<file path="config.mk">
export PLATFORM = sky130hd
export DESIGN_NAME = diffusion_decrypt
export DESIGN_NICKNAME = d
export VERILOG_FILES = /design/src/rtl/diffusion_decrypt.sv
export SDC_FILE = /design/constraint.sdc
export NUM_CORES = 1
export LEC_CHECK = 0
export BUFFER_PORTS_ARGS = -buffer_cell sky130_fd_sc_hd__buf_2
export CORE_ASPECT_RATIO = 2
export CORE_MARGIN = 2
export CORE_UTILIZATION = 55
export CTS_BUF_LIST = sky130_fd_sc_hd__clkbuf_16
export DETAILED_ROUTE_END_ITERATION = 10
export HOLD_SLACK_MARGIN = 0.1
export PLACE_DENSITY = 0.75
export SKIP_LAST_GASP = 1
export SLEW_MARGIN = 15
export SYNTH_ARGS = -nofsm -noshare
export SYNTH_HDL_FRONTEND = slang
export SYNTH_SLANG_ARGS = --single-unit
</file>
<file path="constraint.sdc">
create_clock -name clk_i -period 2.8 [get_ports clk_i]
set_input_delay 0.28 -clock clk_i [delete_from_list [all_inputs] [get_ports clk_i]]
set_output_delay 0.28 -clock clk_i [all_outputs]
set_load 0.01 [all_outputs]
</file>
<file path="src/rtl/diffusion_decrypt.sv">
// Pixel-diffusion decryption stage of the chaos-based image cipher.
// Inverts the encryption chaining C_i = P_i ^ K_i ^ C_{i-1}, where K_i is
// derived from the fractional bits of an IEEE-754 single keystream word.
//
// Ports:
//   clk_i, rst_ni          clock, asynchronous active-low reset
//   start_i                one-cycle pulse, begins a frame while idle
//   ks_valid_i/ks_data_i   keystream float, accepted with ks_ready_o
//   c_valid_i/c_data_i     ciphertext byte, accepted with c_ready_o
//   p_valid_o/p_data_o     plaintext byte, taken by downstream with p_ready_i
//   busy_o                 frame in progress (RUN or DRAIN)
//   done_o                 one-cycle pulse after the last pixel has left
module diffusion_decrypt #(
  parameter int unsigned PRECISION  = 32,
  parameter int unsigned IMG_PIXELS = 65536,
  parameter logic [7:0]  IV         = 8'h00
) (
  input  logic                 clk_i,
  input  logic                 rst_ni,
  input  logic                 start_i,
  input  logic                 ks_valid_i,
  input  logic [PRECISION-1:0] ks_data_i,
  output logic                 ks_ready_o,
  input  logic                 c_valid_i,
  input  logic [7:0]           c_data_i,
  output logic                 c_ready_o,
  output logic                 p_valid_o,
  output logic [7:0]           p_data_o,
  input  logic                 p_ready_i,
  output logic                 busy_o,
  output logic                 done_o
);

  localparam int unsigned     CntW    = $clog2(IMG_PIXELS + 1);
  localparam logic [CntW-1:0] LastCnt = CntW'(IMG_PIXELS - 1);

  typedef enum logic [1:0] {StIdle, StRun, StDrain} state_e;

  state_e          state_q, state_d;
  logic [7:0]      prev_q, prev_d;
  logic [CntW-1:0] count_q, count_d;
  logic            p_valid_q, p_valid_d;
  logic [7:0]      p_data_q, p_data_d;
  logic            done_q, done_d;

  // Sign bit does not contribute to the key.
  logic unused_sign;
  assign unused_sign = ks_data_i[PRECISION-1];

  // Key extraction: F = floor(|x| * 2^24) mod 2^24, folded to a byte.
  logic [7:0]  exp_w;
  logic [23:0] mant;
  logic [7:0]  sh;
  logic [23:0] frac;
  logic [7:0]  key;

  always_comb begin
    exp_w = ks_data_i[30:23];
    mant  = {1'b1, ks_data_i[22:0]};
    sh    = 8'd0;
    frac  = 24'd0;
    if (exp_w == 8'd0 || exp_w == 8'hFF) begin
      frac = 24'd0;
    end else if (exp_w >= 8'd126) begin
      sh = exp_w - 8'd126;
      if (sh < 8'd24) frac = mant << sh;
    end else begin
      sh = 8'd126 - exp_w;
      if (sh < 8'd24) frac = mant >> sh;
    end
    key = frac[23:16] ^ frac[15:8] ^ frac[7:0];
  end

  // Join handshake: both streams move together, only when the output slot frees.
  logic out_free;
  logic in_ready;
  logic accept;

  assign out_free = !p_valid_q || p_ready_i;
  assign in_ready = (state_q == StRun) && out_free;
  assign accept   = in_ready && ks_valid_i && c_valid_i;

  always_comb begin
    state_d   = state_q;
    prev_d    = prev_q;
    count_d   = count_q;
    p_valid_d = p_valid_q;
    p_data_d  = p_data_q;
    done_d    = 1'b0;

    if (accept) begin
      p_valid_d = 1'b1;
      p_data_d  = c_data_i ^ key ^ prev_q;
      prev_d    = c_data_i;
      count_d   = count_q + CntW'(1);
    end else if (p_ready_i) begin
      p_valid_d = 1'b0;
    end

    unique case (state_q)
      StIdle: begin
        if (start_i) begin
          state_d = StRun;
          prev_d  = IV;
          count_d = '0;
        end
      end
      StRun: begin
        if (accept && count_q == LastCnt) state_d = StDrain;
      end
      StDrain: begin
        if (out_free) begin
          state_d = StIdle;
          done_d  = 1'b1;
        end
      end
      default: state_d = StIdle;
    endcase
  end

  always_ff @(posedge clk_i or negedge rst_ni) begin
    if (!rst_ni) begin
      state_q   <= StIdle;
      prev_q    <= IV;
      count_q   <= '0;
      p_valid_q <= 1'b0;
      p_data_q  <= 8'd0;
      done_q    <= 1'b0;
    end else begin
      state_q   <= state_d;
      prev_q    <= prev_d;
      count_q   <= count_d;
      p_valid_q <= p_valid_d;
      p_data_q  <= p_data_d;
      done_q    <= done_d;
    end
  end

  assign ks_ready_o = in_ready;
  assign c_ready_o  = in_ready;
  assign p_valid_o  = p_valid_q;
  assign p_data_o   = p_data_q;
  assign busy_o     = (state_q != StIdle);
  assign done_o     = done_q;

endmodule

</file>
==> results of run 1 <==
==> through the flow <==
step	total power, W	utilization [%]	instance area [um^2]
final	0.00254	67.2	6220
after global routing	0.00266	67.2	6220
after CTS	0.00254	67.2	6220
after detailed placement	0.00189	65.4	6050
after global placement	0.00186	65.4	6050
after floorplan	0.00146	-	5260
==> state kept, by name, summed over array words and instances, names as in the netlist <==
name,flops
prev_q,8
count_q,17
p_data_o,8
p_valid_o,1
state_q,2
done_o,1
==> metal layers <==
metal | track usage, % | part of all wire [%] | up-vias
met1 | 34.2 | 32 | 2506
li1 | - | - | 2439
met4 | 29.0 | 9.9 | 0
met3 | 2.77 | 4.2 | 89
met2 | 65.0 | 54 | 250
met5 | 0 | 0 | -
==> worst min path at each step <==
stage | startpoint | to | depth (start not counted)
floorplan | rst_ni | count_q[0] | 0
global placement | rst_ni | done_o | 1
detailed placement | rst_ni | state_q[1] | 1
CTS | rst_ni | state_q[1] | 1
global route | rst_ni | done_o | 1
finish | rst_ni | done_o | 1
==> Yosys cell counts, types with 6 or more instances <==
cell type	n
nand2_1	76
mux2i_1	45
nor2_1	41
dfrtp_1	37
mux4_2	35
a21oi_1	26
xor2_1	26
xnor2_1	23
nand3_1	22
clkbuf_1	17
o21ai_0	17
buf_2	15
a211oi_1	10
nand4_1	10
nor3_1	10
o21ai_1	10
mux2_2	9
nor4_1	8
o211ai_1	8
a31oi_1	7
and3_1	7
or3_1	7
and2_1	6
buf_4	6
ha_1	6
nor2b_1	6
==> worst max-delay path, cell delays in order <==
cell and delay (ns):
buf_2 0.13, buf_4 0.18, mux4_2 0.61, mux2_2 0.33, a221o_1 0.35, a21oi_1 0.37
a211oi_2 0.08, xnor2_1 0.26, xnor2_1 0.15, o21ai_1 0.07
==> where the power goes <==
group	internal (W)	switching (W)
Sequential	0.000623	0.0000696
Combinational	0.000553	0.000651
Clock	0.000417	0.000221
==> cells by family after synthesis <==
kind of cell | share of synthesized area, %
AOI/OAI and AO/OA | 18.3
xor gates and xnor gates | 9.17
buffers and inverters | 6.07
DFF | 17.8
adders and majority gates | 1.44
muxes | 27.1
and+or+nand+nor | 20.1
==> layout make-up <==
class | instances | area [um^2] | area share [%]
Clock buffer | 5 | 125 | 2.01
Clock inverter | 3 | 41.3 | 0.664
Inverter | 8 | 30.0 | 0.483
Multi-Input combinational cell | 498 | 3980 | 64.0
Sequential cell | 37 | 926 | 14.9
Tap cell | 104 | 130 | 2.09
Timing Repair Buffer | 142 | 986 | 15.8
==> cell usage in the layout, fill, tap and decap left out, types with 22 or more instances in the layout <==
master	Yosys	routed
a21oi_1	26	26
xor2_1	26	26
mux4_2	35	35
buf_2	15	57
mux2i_1	45	45
dfrtp_1	37	37
xnor2_1	23	23
nand3_1	22	22
nand2_1	76	76
nor2_1	41	41
buf_4	6	80
==> results_dict.tcl, run 1 <==
set metrics [dict create \
    status "finished clean" \
    r2r_slack_ns 0.63 \
    antenna_found_initial 0 \
    place_inst 789 \
    clockRootBuffer "clkbuf_16" \
    period_needed_ns 2.65 \
    r2r_cells 8 \
    hold_viol_final 0 \
    ioPinCount 59 \
    die_width_um 72.8 \
    core_region_area_mm2 0.00926 \
    crit_path_end_kind "flop" \
    p_per_area_mw_per_mm2 408 \
    synthTopCellsByArea "dfrtp_1, mux4_2, mux2i_1, nand2_1, xor2_1" \
    drc_errors 0 \
    initial_utilization_pct 56.3 \
    rsz0062_at_grt "no" \
    via_per_inst 6.63 \
    ant_nets 0 \
    critPathLaunch "ks_data_i[23]" \
    finalSetupViolations 0 \
    cts_buffers 5 \
    cts_sinks 37 \
    drive_above_1_share_pct 30.9 \
    fillerInstances 784 \
    start_kind "input pin" \
    post-route-period-util_pct 94.7 \
    maxSlewViolCount 0 \
    ys_types 73 \
    grt_max_degree 38 \
    maxCapViolCount 0 \
    synth_top_area_cell "dfrtp_1" \
    first_global_vias 5246 \
    vdd_drop_max_uv 287 \
    synth-main-ff-cell "dfrtp_1" \
    cts_resized 0 \
    crit_end "p_data_o[3]" \
    num_rows 50 \
    cts_setup_buffers 0 \
    post-dp-hpwl_um 14700 \
    routed_wl_um 17700 \
    hold_buffers 0 \
    area_growth_pct 19.3 \
    drt_iter0_markers 278 \
    timing.fmax_mhz 377 \
    setup_slack_ns 0.149 \
    cp_max_fo 4 \
    wire_per_inst_um 22.3 \
    slew_headroom_pct 45.5 \
    holdWs_ns 0.0893 \
    arrival_ns 2.82 \
    r2r-start "state_q[1]" \
    synth_edf_count 0 \
    first_pass_iters 5 \
    grt.total_usage_pct 35.4 \
    place_congestion 0.983 \
    reg2reg_to "count_q[12]" \
    fin_tns_setup_ns 0 \
    layout.nets 744 \
    final_cells 797 \
    synth_fp_nets 642 \
    clk_pin_slew_ns 0.06 \
    crit_required_ns 2.97 \
    yosysTopAreaCellShare_pct 17.8 \
    synth_seq_cells 37 \
    clock_path_buffers 2 \
    syn_inst 590 \
    avgSynthCellArea_um2 8.83 \
    cts_tree "done" \
    clk_latency_ns 0.28 \
    ys_seq_area_share_pct 17.8 \
    grt-ovfl-total 0 \
    min-delay-path-class "in -> async" \
    vias 5284 \
    async_flop_share_pct 100 \
    synthesis.area_mm2 0.00521 \
    worst_pin_slew_ns 0.818 \
    pre_cts_ws_ns -0.0738 \
    skew_ns 0.00378 \
    grt_first_pass_wirelength_um 27700 \
    cellLeakagePower_nw 2.69 \
    crit_type "in -> reg" \
    die_y_um 142 \
    h-tree-depth 2 \
    die_area_mm2 0.0103 \
    antenna_cells 0 \
    yosys_warnings 0 \
    port_buffers 57 \
]
No activity file was read; power rests on OpenSTA's default activity.
==> run 2, diff against run 1 <==
Settings changed: ABC_AREA from default to 1.
==> results_dict.tcl, run 2 <==
set metrics [dict create \
    ant_nets 0 \
    worst_pin_slew_ns 0.803 \
    setup_slack_ns 0.245 \
    first_global_vias 6113 \
    cts_buffers 5 \
    hold_buffers 0 \
    synth_top_area_cell "nand3_1" \
    die_area_mm2 0.0101 \
    skew_ns 0.00709 \
    clk_pin_slew_ns 0.06 \
    num_rows 49 \
    vias 6446 \
    cp_max_fo 12 \
    ys_types 44 \
    synth.most_common_cell "nand2_1" \
    routed_wl_um 18100 \
    clock_path_buffers 2 \
    rsz0062_at_grt "yes" \
    post-route-period-util_pct 91.2 \
    post-dp-hpwl_um 14100 \
    h-tree-depth 2 \
    via_per_inst 5.96 \
    area_growth_pct 12.4 \
    synthTopCellsByCount "nand2_1, nand3_1, inv_1" \
    grt_max_degree 38 \
    drive_above_1_share_pct 13.0 \
    crit_path_end_kind "flop" \
    ioPinCount 59 \
    final_cell_mix "nand2_1, nand3_1, inv_1" \
    cts_sinks 37 \
    async_flop_share_pct 100 \
    synthTopCellsByArea "nand3_1, nand2_1, dfrtp_1, inv_1, o21ai_0" \
    clockRootBuffer "clkbuf_16" \
    cellLeakagePower_nw 3.04 \
    layout.cells.most_common "nand2_1" \
    utilization_pct 63.5 \
    drc_errors 0 \
    synth_fp_nets 979 \
    pre_cts_ws_ns 0.0605 \
    yosys_warnings 0 \
    r2r_slack_ns 0.56 \
    clk_latency_ns 0.28 \
    hold_viol_final 0 \
    grt-ovfl-total 0 \
    grt.total_usage_pct 37.0 \
    grt_first_pass_wirelength_um 29100 \
    antenna_found_initial 0 \
    synthesis.area_mm2 0.00509 \
    status "finished clean" \
    initial_utilization_pct 56.5 \
    synth_edf_count 0 \
    slew_headroom_pct 46.5 \
    start_kind "input pin" \
    arrival_ns 2.73 \
    avgSynthCellArea_um2 5.50 \
    core_region_area_mm2 0.00901 \
    syn_inst 926 \
    place_congestion 1.04 \
    wire_per_inst_um 16.7 \
    maxSlewViolCount 0 \
    regMostFlops "count_q" \
    fillerInstances 982 \
    synth_seq_cells 37 \
    layout.nets 1034 \
    crit_required_ns 2.98 \
    drt_iter0_markers 525 \
    yosysTopAreaCellShare_pct 23.7 \
    die_width_um 72.0 \
    min-delay-path-class "in -> async" \
    die_y_um 140 \
    timing.fmax_mhz 391 \
    synth-main-ff-cell "dfrtp_1" \
    largest_reg_flops 17 \
    maxCapViolCount 0 \
    cts_tree "done" \
    finalSetupViolations 0 \
    period_needed_ns 2.55 \
    first_pass_iters 5 \
    antenna_cells 0 \
    p_per_area_mw_per_mm2 431 \
    power.total_w 0.00247 \
    port_buffers 57 \
    ys_seq_area_share_pct 18.2 \
    crit_type "in -> reg" \
    vdd_drop_max_uv 639 \
]
run 2: final cells by class:
type	count	area (um^2)	share of cell area, %
Multi-Input combinational cell	760	3650	63.8
Sequential cell	37	926	16.2
Timing Repair Buffer	96	582	10.2
Inverter	81	307	5.36
Tap cell	102	128	2.23
Clock buffer	5	125	2.19
Clock inverter	1	5.00	0.0875
run 2: stage by stage:
| stage | hold slack, ns | TNS, ns | instances | cell area (um^2) |
|---|---|---|---|---|
| final | 0.0795 | 0 | 1082 | 5720 |
| after global routing | 0.167 | -0.0118 | 1082 | 5720 |
| after CTS | 0.104 | 0 | 1082 | 5710 |
| after detailed placement | 0.411 | 0 | 1076 | 5580 |
| after global placement | 0.415 | 0 | 1076 | 5580 |
| after floorplan | -0.0156 | 0 | 926 | 5090 |
run 2: routing by layer:
layer	vias up	GRT usage (%)	part of all wire (%)
li1	3194	-	-
met1	2892	36.9	35
met2	267	64.7	50
met3	93	4.96	5.3
met4	0	32.0	10
met5	-	0	0
run 2: logic make-up (layout without fill, tap and decap cells):
| kind of cell | Yosys count | after routing | share of synthesized area, % |
|---|---|---|---|
| XOR/XNOR | 14 | 14 | 2.56 |
| AO/OA/AOI/OAI | 88 | 88 | 9.51 |
| AND/OR/NAND/NOR | 649 | 649 | 57.3 |
| adder cells (fa/ha/maj) | 7 | 7 | 1.72 |
| flip-flops | 37 | 37 | 18.2 |
| multiplexers | 2 | 2 | 0.393 |
| buffers and inverters | 129 | 183 | 10.3 |
run 2: path summary, 6_finish.rpt:
check,from,to,cells after the start
setup / recovery,ks_data_i[25],p_data_o[2],21
hold / removal,rst_ni,p_valid_o,1
setup reg to reg,p_valid_o,count_q[15],15
hold reg to reg,count_q[15],count_q[15],1
max in group asynchronous,rst_ni,count_q[12],1
min in group clk_i,p_ready_i,done_o,3
run 2: timing repair:
| item | CTS | global route |
|---|---|---|
| setup endpoints to repair | 0 | 8 |
| resized for setup | 0 | 2 |
| hold endpoints to repair | 0 | 0 |
| buffers inserted | 0 | 0 |
run 2: report_power, final:
group          switching [W]  leakage, nW  internal (W)
registers          0.0000903        0.468      0.000672
clock network       0.000208       0.0655      0.000318
logic               0.000763         2.51      0.000414
total                0.00106         3.04       0.00140
run 2: worst max-delay path, stage by stage:
cell and delay [ns]:
buf_2 0.13, ha_1 0.21, buf_4 0.14, nand2_1 0.07
nor2_1 0.10, nand3_1 0.09, nand2_2 0.16, buf_4 0.21
nand4_1 0.27, nand3_1 0.20, nand3_1 0.08, nand3_1 0.14
nand3_1 0.08, o21ai_0 0.07, nand3_1 0.13, nand2_1 0.09
nand2_1 0.06, nand2_1 0.06, nand2_1 0.05, nand3_1 0.06
nand2_1 0.06
==> run 3, diff against run 2 <==
Settings changed: CTS_BUF_LIST sky130_fd_sc_hd__clkbuf_16 to sky130_fd_sc_hd__clkbuf_2.
==> results_dict.tcl, run 3 (synthesis gave the netlist of run 2 again) <==
set metrics [dict create \
    skew_ns 0.0393 \
    die_y_um 140 \
    crit_path_end_kind "flop" \
    worst_pin_slew_ns 0.807 \
    post-route-period-util_pct 86.4 \
    vdd_drop_max_uv 486 \
    cts_setup_buffers 0 \
    largest_reg_flops 17 \
    crit_end "p_data_o[2]" \
    hold_viol_final 0 \
    area_growth_pct 10.7 \
    hold_buffers 2 \
    layout.cells.most_common "nand2_1" \
    final_cell_mix "nand2_1, nand3_1, inv_1" \
    slew_headroom_pct 46.2 \
    fin_tns_setup_ns 0 \
    place_congestion 1.04 \
    vias 6427 \
    die_area_mm2 0.0101 \
    r2r_slack_ns 0.47 \
    antenna_found_initial 1 \
    clk_latency_ns 0.41 \
    grt-ovfl-total 0 \
    initial_utilization_pct 56.5 \
    reg2reg_to "count_q[15]" \
    timing.fmax_mhz 413 \
    grt.total_usage_pct 36.4 \
    p_per_area_mw_per_mm2 383 \
    drc_errors 0 \
    r2r_cells 15 \
    cts_tree "done" \
    crit_type "in -> reg" \
    regMostFlops "count_q" \
    grt_first_pass_wirelength_um 28700 \
    h-tree-depth 2 \
    critPathLaunch "ks_data_i[25]" \
    cellLeakagePower_nw 3.01 \
    maxSlewViolCount 0 \
    cp_max_fo 12 \
    wire_per_inst_um 16.5 \
    routed_wl_um 17900 \
    drive_above_1_share_pct 12.8 \
    die_width_um 72.0 \
    clock_path_buffers 2 \
    period_needed_ns 2.42 \
    ant_nets 0 \
    clockRootBuffer "clkbuf_2" \
    first_pass_iters 5 \
    maxCapViolCount 0 \
    pre_cts_ws_ns 0.0605 \
    post-dp-hpwl_um 14100 \
    drt_iter0_markers 491 \
    clk_pin_slew_ns 0.21 \
    finalSetupViolations 0 \
    start_kind "input pin" \
    min-delay-path-class "in -> reg" \
    first_global_vias 6053 \
    arrival_ns 2.76 \
    via_per_inst 5.92 \
    crit_required_ns 3.14 \
    rsz0062_at_grt "no" \
    cts_buffers 5 \
    layout.nets 1036 \
    grt_max_degree 38 \
    cts_resized 0 \
    status "finished clean" \
    fillerInstances 993 \
    num_rows 49 \
    r2r-start "p_valid_o" \
    cts_sinks 37 \
    core_region_area_mm2 0.00901 \
    port_buffers 57 \
    ioPinCount 59 \
    setup_slack_ns 0.381 \
]
[run 3: worst max-delay path, stage by stage]
cell and delay [ns]:
buf_2 0.13, ha_1 0.21, buf_4 0.14, nand2_1 0.07, nor2_1 0.10, nand3_1 0.09, nand2_2 0.16, buf_4 0.21
nand4_1 0.29, nand3_1 0.21, nand3_1 0.08, nand3_1 0.14, nand3_1 0.08, o21ai_0 0.07, nand3_1 0.14, nand2_1 0.09
nand2_1 0.06, nand2_1 0.06, nand2_1 0.05, nand3_1 0.06, nand2_1 0.06
[run 3: routing by layer]
metal,wire [um],track usage (%),vias to the layer above
met5,0,0,-
met4,1830,31.8,0
met1,6160,35.9,2889
met3,986,5.40,91
met2,8950,63.6,250
li1,-,-,3197
[run 3: worst min path at each step]
stage,from,end,slack (ns),depth (start not counted)
2_1_floorplan,rst_ni,count_q[0],-0.02,0
5_1_grt,c_data_i[0],prev_q[0],0.12,3
3_5_place_dp,rst_ni,prev_q[1],0.41,1
6_report,c_data_i[2],prev_q[2],0.11,3
3_3_place_gp,rst_ni,prev_q[5],0.42,1
4_1_cts,c_data_i[2],prev_q[2],0.11,3
[run 3: stage by stage]
step	cell area [um^2]	instances	util (%)	hold slack, ns	total power, W
detailed placement	5580	1076	61.9	0.411	0.00192
floorplan	5090	926	-	-0.0156	0.00156
CTS	5630	1084	62.5	0.106	0.00216
global placement	5580	1076	61.9	0.415	0.00190
global route	5640	1085	62.5	0.118	0.00235
finish	5640	1085	62.5	0.114	0.00216
[run 3: cell type report]
class	count	area, um^2	share of cell area [%]
inverter	81	307	5.44
antenna	1	2.50	0.0444
tap	102	128	2.26
multi-input combinational	760	3640	64.7
timing repair buffer	98	598	10.6
clock buffer	5	25.0	0.444
sequential	37	926	16.4
clock inverter	1	5.00	0.0888
[run 3: power breakdown]
part	total [W]	internal, W	leakage, nW	switching (W)
Sequential	0.000757	0.000669	0.468	0.0000885
Clock	0.000229	0.0000509	0.0247	0.000178
Combinational	0.00117	0.000415	2.52	0.000760
